--- config.mk ---
export PLATFORM = sky130hd
export DESIGN_NAME = boot_loader
export DESIGN_NICKNAME = d
export VERILOG_FILES = /design/src/rtl/boot_loader.sv
export SDC_FILE = /design/constraint.sdc
export NUM_CORES = 1
export LEC_CHECK = 0
export ABC_AREA = 0
export CORE_UTILIZATION = 45
export DETAILED_ROUTE_END_ITERATION = 10
export PLACE_DENSITY_LB_ADDON = 0.15
export SLEW_MARGIN = 25
export SYNTH_ARGS = -nofsm -noshare
export SYNTH_HDL_FRONTEND = slang
export SYNTH_SLANG_ARGS = --single-unit
export TNS_END_PERCENT = 50
--- constraint.sdc ---
create_clock -name clk -period 2.9 [get_ports clk]
set_input_delay 0.58 -clock clk [delete_from_list [all_inputs] [get_ports clk]]
set_output_delay 0.58 -clock clk [all_outputs]
set_load 0.01 [all_outputs]
--- src/rtl/boot_loader.sv ---
// Byte-stream program loader: assembles MSB-first bytes into instruction words,
// writes them to instruction memory, and releases the core once the XOR checksum matches.
module boot_loader #(
    parameter int INSTR_W = 16,
    parameter int ADDR_W  = 8
) (
    input  logic               clk,
    input  logic               Reset,
    input  logic               load_req,
    input  logic               in_valid,
    input  logic [7:0]         in_data,
    output logic               in_ready,
    output logic               mem_we,
    output logic [ADDR_W-1:0]  mem_addr,
    output logic [INSTR_W-1:0] mem_wdata,
    output logic               cpu_nReset,
    output logic               busy,
    output logic               done,
    output logic               err,
    output logic [2:0]         dbg_state
);

    // Handshake: a byte moves on a rising edge where in_valid && in_ready; in_ready is
    // registered and held high for the whole of COUNT, DATA and CHECK, so the loader never stalls.
    localparam int                BPW       = INSTR_W / 8;
    localparam logic [7:0]        LAST_BYTE = 8'(BPW - 1);
    localparam logic [ADDR_W-1:0] ADDR_ONE  = ADDR_W'(1);

    typedef enum logic [2:0] {
        IDLE  = 3'd0,
        COUNT = 3'd1,
        DATA  = 3'd2,
        CHECK = 3'd3,
        RUN   = 3'd4,
        ERROR = 3'd5
    } state_t;

    state_t             state;
    logic [7:0]         count;
    logic [7:0]         csum;
    logic [7:0]         byte_idx;
    logic [7:0]         word_cnt;
    logic [INSTR_W-1:0] word_reg;
    logic [INSTR_W+7:0] shifted;
    logic               accept;

    assign accept    = in_valid && in_ready;
    assign shifted   = {word_reg, in_data};
    assign dbg_state = state;

    always_ff @(posedge clk or posedge Reset) begin
        if (Reset) begin
            state      <= IDLE;
            in_ready   <= 1'b0;
            mem_we     <= 1'b0;
            mem_addr   <= '0;
            mem_wdata  <= '0;
            cpu_nReset <= 1'b0;
            busy       <= 1'b0;
            done       <= 1'b0;
            err        <= 1'b0;
            count      <= '0;
            csum       <= '0;
            byte_idx   <= '0;
            word_cnt   <= '0;
            word_reg   <= '0;
        end else begin
            mem_we <= 1'b0;
            // The address advances in the cycle after each write pulse.
            if (mem_we) begin
                mem_addr <= mem_addr + ADDR_ONE;
            end

            case (state)
                IDLE: begin
                    if (load_req) begin
                        state      <= COUNT;
                        busy       <= 1'b1;
                        in_ready   <= 1'b1;
                        done       <= 1'b0;
                        err        <= 1'b0;
                        cpu_nReset <= 1'b0;
                        mem_addr   <= '0;
                    end
                end
                COUNT: begin
                    if (accept) begin
                        count    <= in_data;
                        csum     <= in_data;
                        byte_idx <= '0;
                        word_cnt <= '0;
                        word_reg <= '0;
                        state    <= (in_data == 8'd0) ? CHECK : DATA;
                    end
                end
                DATA: begin
                    if (accept) begin
                        csum     <= csum ^ in_data;
                        word_reg <= shifted[INSTR_W-1:0];
                        if (byte_idx == LAST_BYTE) begin
                            byte_idx  <= '0;
                            mem_we    <= 1'b1;
                            mem_wdata <= shifted[INSTR_W-1:0];
                            word_cnt  <= word_cnt + 8'd1;
                            if (word_cnt == count - 8'd1) begin
                                state <= CHECK;
                            end
                        end else begin
                            byte_idx <= byte_idx + 8'd1;
                        end
                    end
                end
                CHECK: begin
                    if (accept) begin
                        in_ready <= 1'b0;
                        busy     <= 1'b0;
                        if (in_data == csum) begin
                            state      <= RUN;
                            done       <= 1'b1;
                            cpu_nReset <= 1'b1;
                        end else begin
                            state <= ERROR;
                            err   <= 1'b1;
                        end
                    end
                end
                RUN, ERROR: begin
                    // Reload: memory contents from the previous image are simply overwritten.
                    if (load_req) begin
                        state      <= COUNT;
                        busy       <= 1'b1;
                        in_ready   <= 1'b1;
                        done       <= 1'b0;
                        err        <= 1'b0;
                        cpu_nReset <= 1'b0;
                        mem_addr   <= '0;
                    end
                end
                default: begin
                    state <= IDLE;
                end
            endcase
        end
    end

endmodule

==> impl_metrics.yaml <==
worst_hold_path:
  holdCritPathClass: "reg2reg"
  whs_path_depth: 2
clocking:
  cts_tree: "done"
  post_cts_resized: 0
  path_clk_slew_ps: 70
  postCtsHoldBufs: 0
  cts_setup_buffers: 0
  cts.sinks: 71
  cts_max_level: 3
  clock_latency_ps: 340
  cts.path.max_buffers: 2
  cts_made_buffers: 9
  cts-root-buf: "clkbuf_8"
layout:
  n_antenna_cell: 0
  fin_cells: 512
  regMostFlops: "mem_wdata"
  largest_reg_flops: 16
  fin_area_um2: 4190
  nets: 427
  syn_to_final_growth_pct: 21.3
  drive_above_1_share: 0.0896
  fin_util: 0.572
logic_synthesis:
  ys_ff_latch: 71
  synth_top_family_by_area: "simple AND/OR/NAND/NOR gates"
  synth_cells: 368
  syn_area_per_cell_um2: 9.39
  synth_fa_ha_area_frac: 0.0181
  synth_area_um2: 3460
  synth_nets: 385
  synth_mux_area_frac: 0.0253
  synth_compound_area_frac: 0.0945
  ys_types: 42
  synth-xor-area-share: 0.0909
  yosysWarnings: 0
  yosys.area_share.simple: 0.218
  synth-seq-area-share: 0.514
run_status:
  outcome: "complete, no violations"
power:
  ir_drop_uv: 354
  finalPower_mw: 1.78
  power.density_nw_per_um2: 424
  leakagePower_nw: 1.97
detailed_routing:
  met2_length_um: 3480
  ant_nets: 0
  drc: 0
  drt-met1-wl_um: 3570
  initialDrtViolationCount: 155
  drt-total-wl_um: 7400
  vias_per_cell: 5.25
  firstDrtPassIters: 4
  wl_per_cell_um: 14.5
  via_count: 2688
  highest_layer: "met4"
  wl_met3_um: 216
setup_path:
  reg2regPathDepth: 7
  startpoint_type: "flip-flop"
  crit_fanout: 5
  arrival_ps: 2490
  required_ps: 3150
  crit_path_end_kind: "flip-flop"
  path_class: "reg2reg"
place:
  dp.cells: 498
  dp_hpwl_um: 5180
  placed_area_um2: 4030
  gp_congestion: 0.786
  place_worst_setup_slack_ps: 555
  io_buffers: 44
global_routing:
  grt-ovfl-total: 0
  grt_max_degree: 72
  grt_use_total: 0.206
  grt_pass1_wl_um: 12300
  grt_pass1_vias: 2464
  antenna_found_initial: 0
sta:
  fin_ws_ps: 663
  setup_viol: 0
  slew_viol_final: 0
  finalHoldViolCount: 0
  whs_ps: 470
  fin_setup_tns_ps: 0
  tightest_slew_ps: 597
  post-route-min-period_ps: 2240
  skew_ps: 6.19
  finalCritPeriodShare: 0.771
  maxSlewHeadroom: 0.599
  rsz0062_at_grt: "false"
  fmax_mhz: 447
floorplanning:
  dieArea_um2: 8030
  coreArea_um2: 7330
  rows: 31
  initial_core_util: 0.471
  fp.dieW_um: 89.6
  die_y_um: 89.6
  io_pins: 45
run:
  maxCapViolations: 0
-- cell type report --
class | instances | area [um2]
clock buffers | 13 | 159
clock inverters | 1 | 5.00
fillers | 630 | 3140
inverters | 8 | 30.0
multi-input cells | 264 | 1560
flip-flops and latches | 71 | 1780
well taps | 99 | 124
repair buffers | 56 | 543
-- metal layers --
| metal | GRT usage | vias up |
|---|---|---|
| met3 | 0.0439 | 10 |
| met2 | 0.311 | 42 |
| met4 | 0.0924 | 0 |
| li1 | - | 1330 |
| met5 | 0 | - |
| met1 | 0.286 | 1306 |
-- cell families (layout without fill, tap and decap cells) --
| kind of cell | count (synthesis) | in the layout |
|---|---|---|
| buf+inv | 33 | 78 |
| fa+ha+maj | 5 | 5 |
| simple gates | 161 | 161 |
| compound gates | 55 | 55 |
| mux | 8 | 8 |
| xor+xnor | 35 | 35 |
| flops | 71 | 71 |
-- cells in the final DEF (no fill, tap or decap), types with 7 or more instances in the layout --
| master | n |
|---|---|
| dfrtp_1 | 71 |
| a21oi_1 | 21 |
| nand3_1 | 15 |
| nor3_1 | 8 |
| clkdlybuf4s50_1 | 44 |
| nor2_1 | 25 |
| o21ai_0 | 14 |
| xor2_1 | 25 |
| nand2_1 | 74 |
| buf_4 | 11 |
| nand4_1 | 11 |
| clkbuf_8 | 11 |
| a22o_1 | 7 |
| xnor2_1 | 9 |
-- power by group --
part           switching, mW  leakage, nW  internal, mW
logic                 0.0506        0.934        0.0399
registers            0.00724        0.948         0.997
clock network          0.337       0.0854         0.347
-- synth_stat cells --
master     n  area share
inv_1      7      0.0076
mux2i_1    2      0.0058
nand4b_1   1      0.0025
nor3b_1    2      0.0043
o31ai_1    1      0.0022
or3_1      4      0.0072
clkbuf_1  21       0.023
nor4b_2    1      0.0043
nor2_1    25       0.027
inv_2      1      0.0011
a22o_1     7       0.018
o21ai_0   14       0.020
nand3_1   15       0.022
a21o_1     2      0.0043
nand4_1   11       0.020
or4_1      1      0.0022
o21ai_1    4      0.0058
o211ai_1   1      0.0022
or2_1      1      0.0018
nand3b_1   1      0.0022
a32oi_1    1      0.0025
a21oi_1   21       0.030
o22ai_1    1      0.0018
buf_2      2      0.0029
and3_1     6       0.011
nand2b_1   3      0.0054
nor2b_1    2      0.0036
xor2_1    25       0.063
mux2_2     6       0.020
dfrtp_1   71        0.51
o31a_1     1      0.0025
ha_1       5       0.018
nor4_1     3      0.0054
or3b_1     1      0.0025
xnor2_1    9       0.023
buf_4      2      0.0043
xnor2_2    1      0.0047
nor3_1     9       0.013
nand2_1   74       0.080
a221oi_1   1      0.0025
a211oi_1   1      0.0022
nor4_2     1      0.0036
-- worst paths after layout --
kind / start / end / slack [ps]
min in group asynchronous: Reset / mem_wdata[4] / 620
worst max register to register: byte_idx[1] / dbg_state[0] / 660
max in group asynchronous: Reset / mem_wdata[13] / 1970
worst min register to register: word_reg[0] / mem_wdata[8] / 470
worst max-delay path: byte_idx[1] / dbg_state[0] / 660
worst min-delay path: word_reg[0] / mem_wdata[8] / 470
-- worst max-delay path, cell delays in order (launching register included) --
cell	delay, ps
dfrtp_1	420
inv_1	90
ha_1	130
nor4b_2	260
nand2_1	140
or4_1	540
o31a_1	330
nor4_2	230
Power figures use the tool's default switching activity.
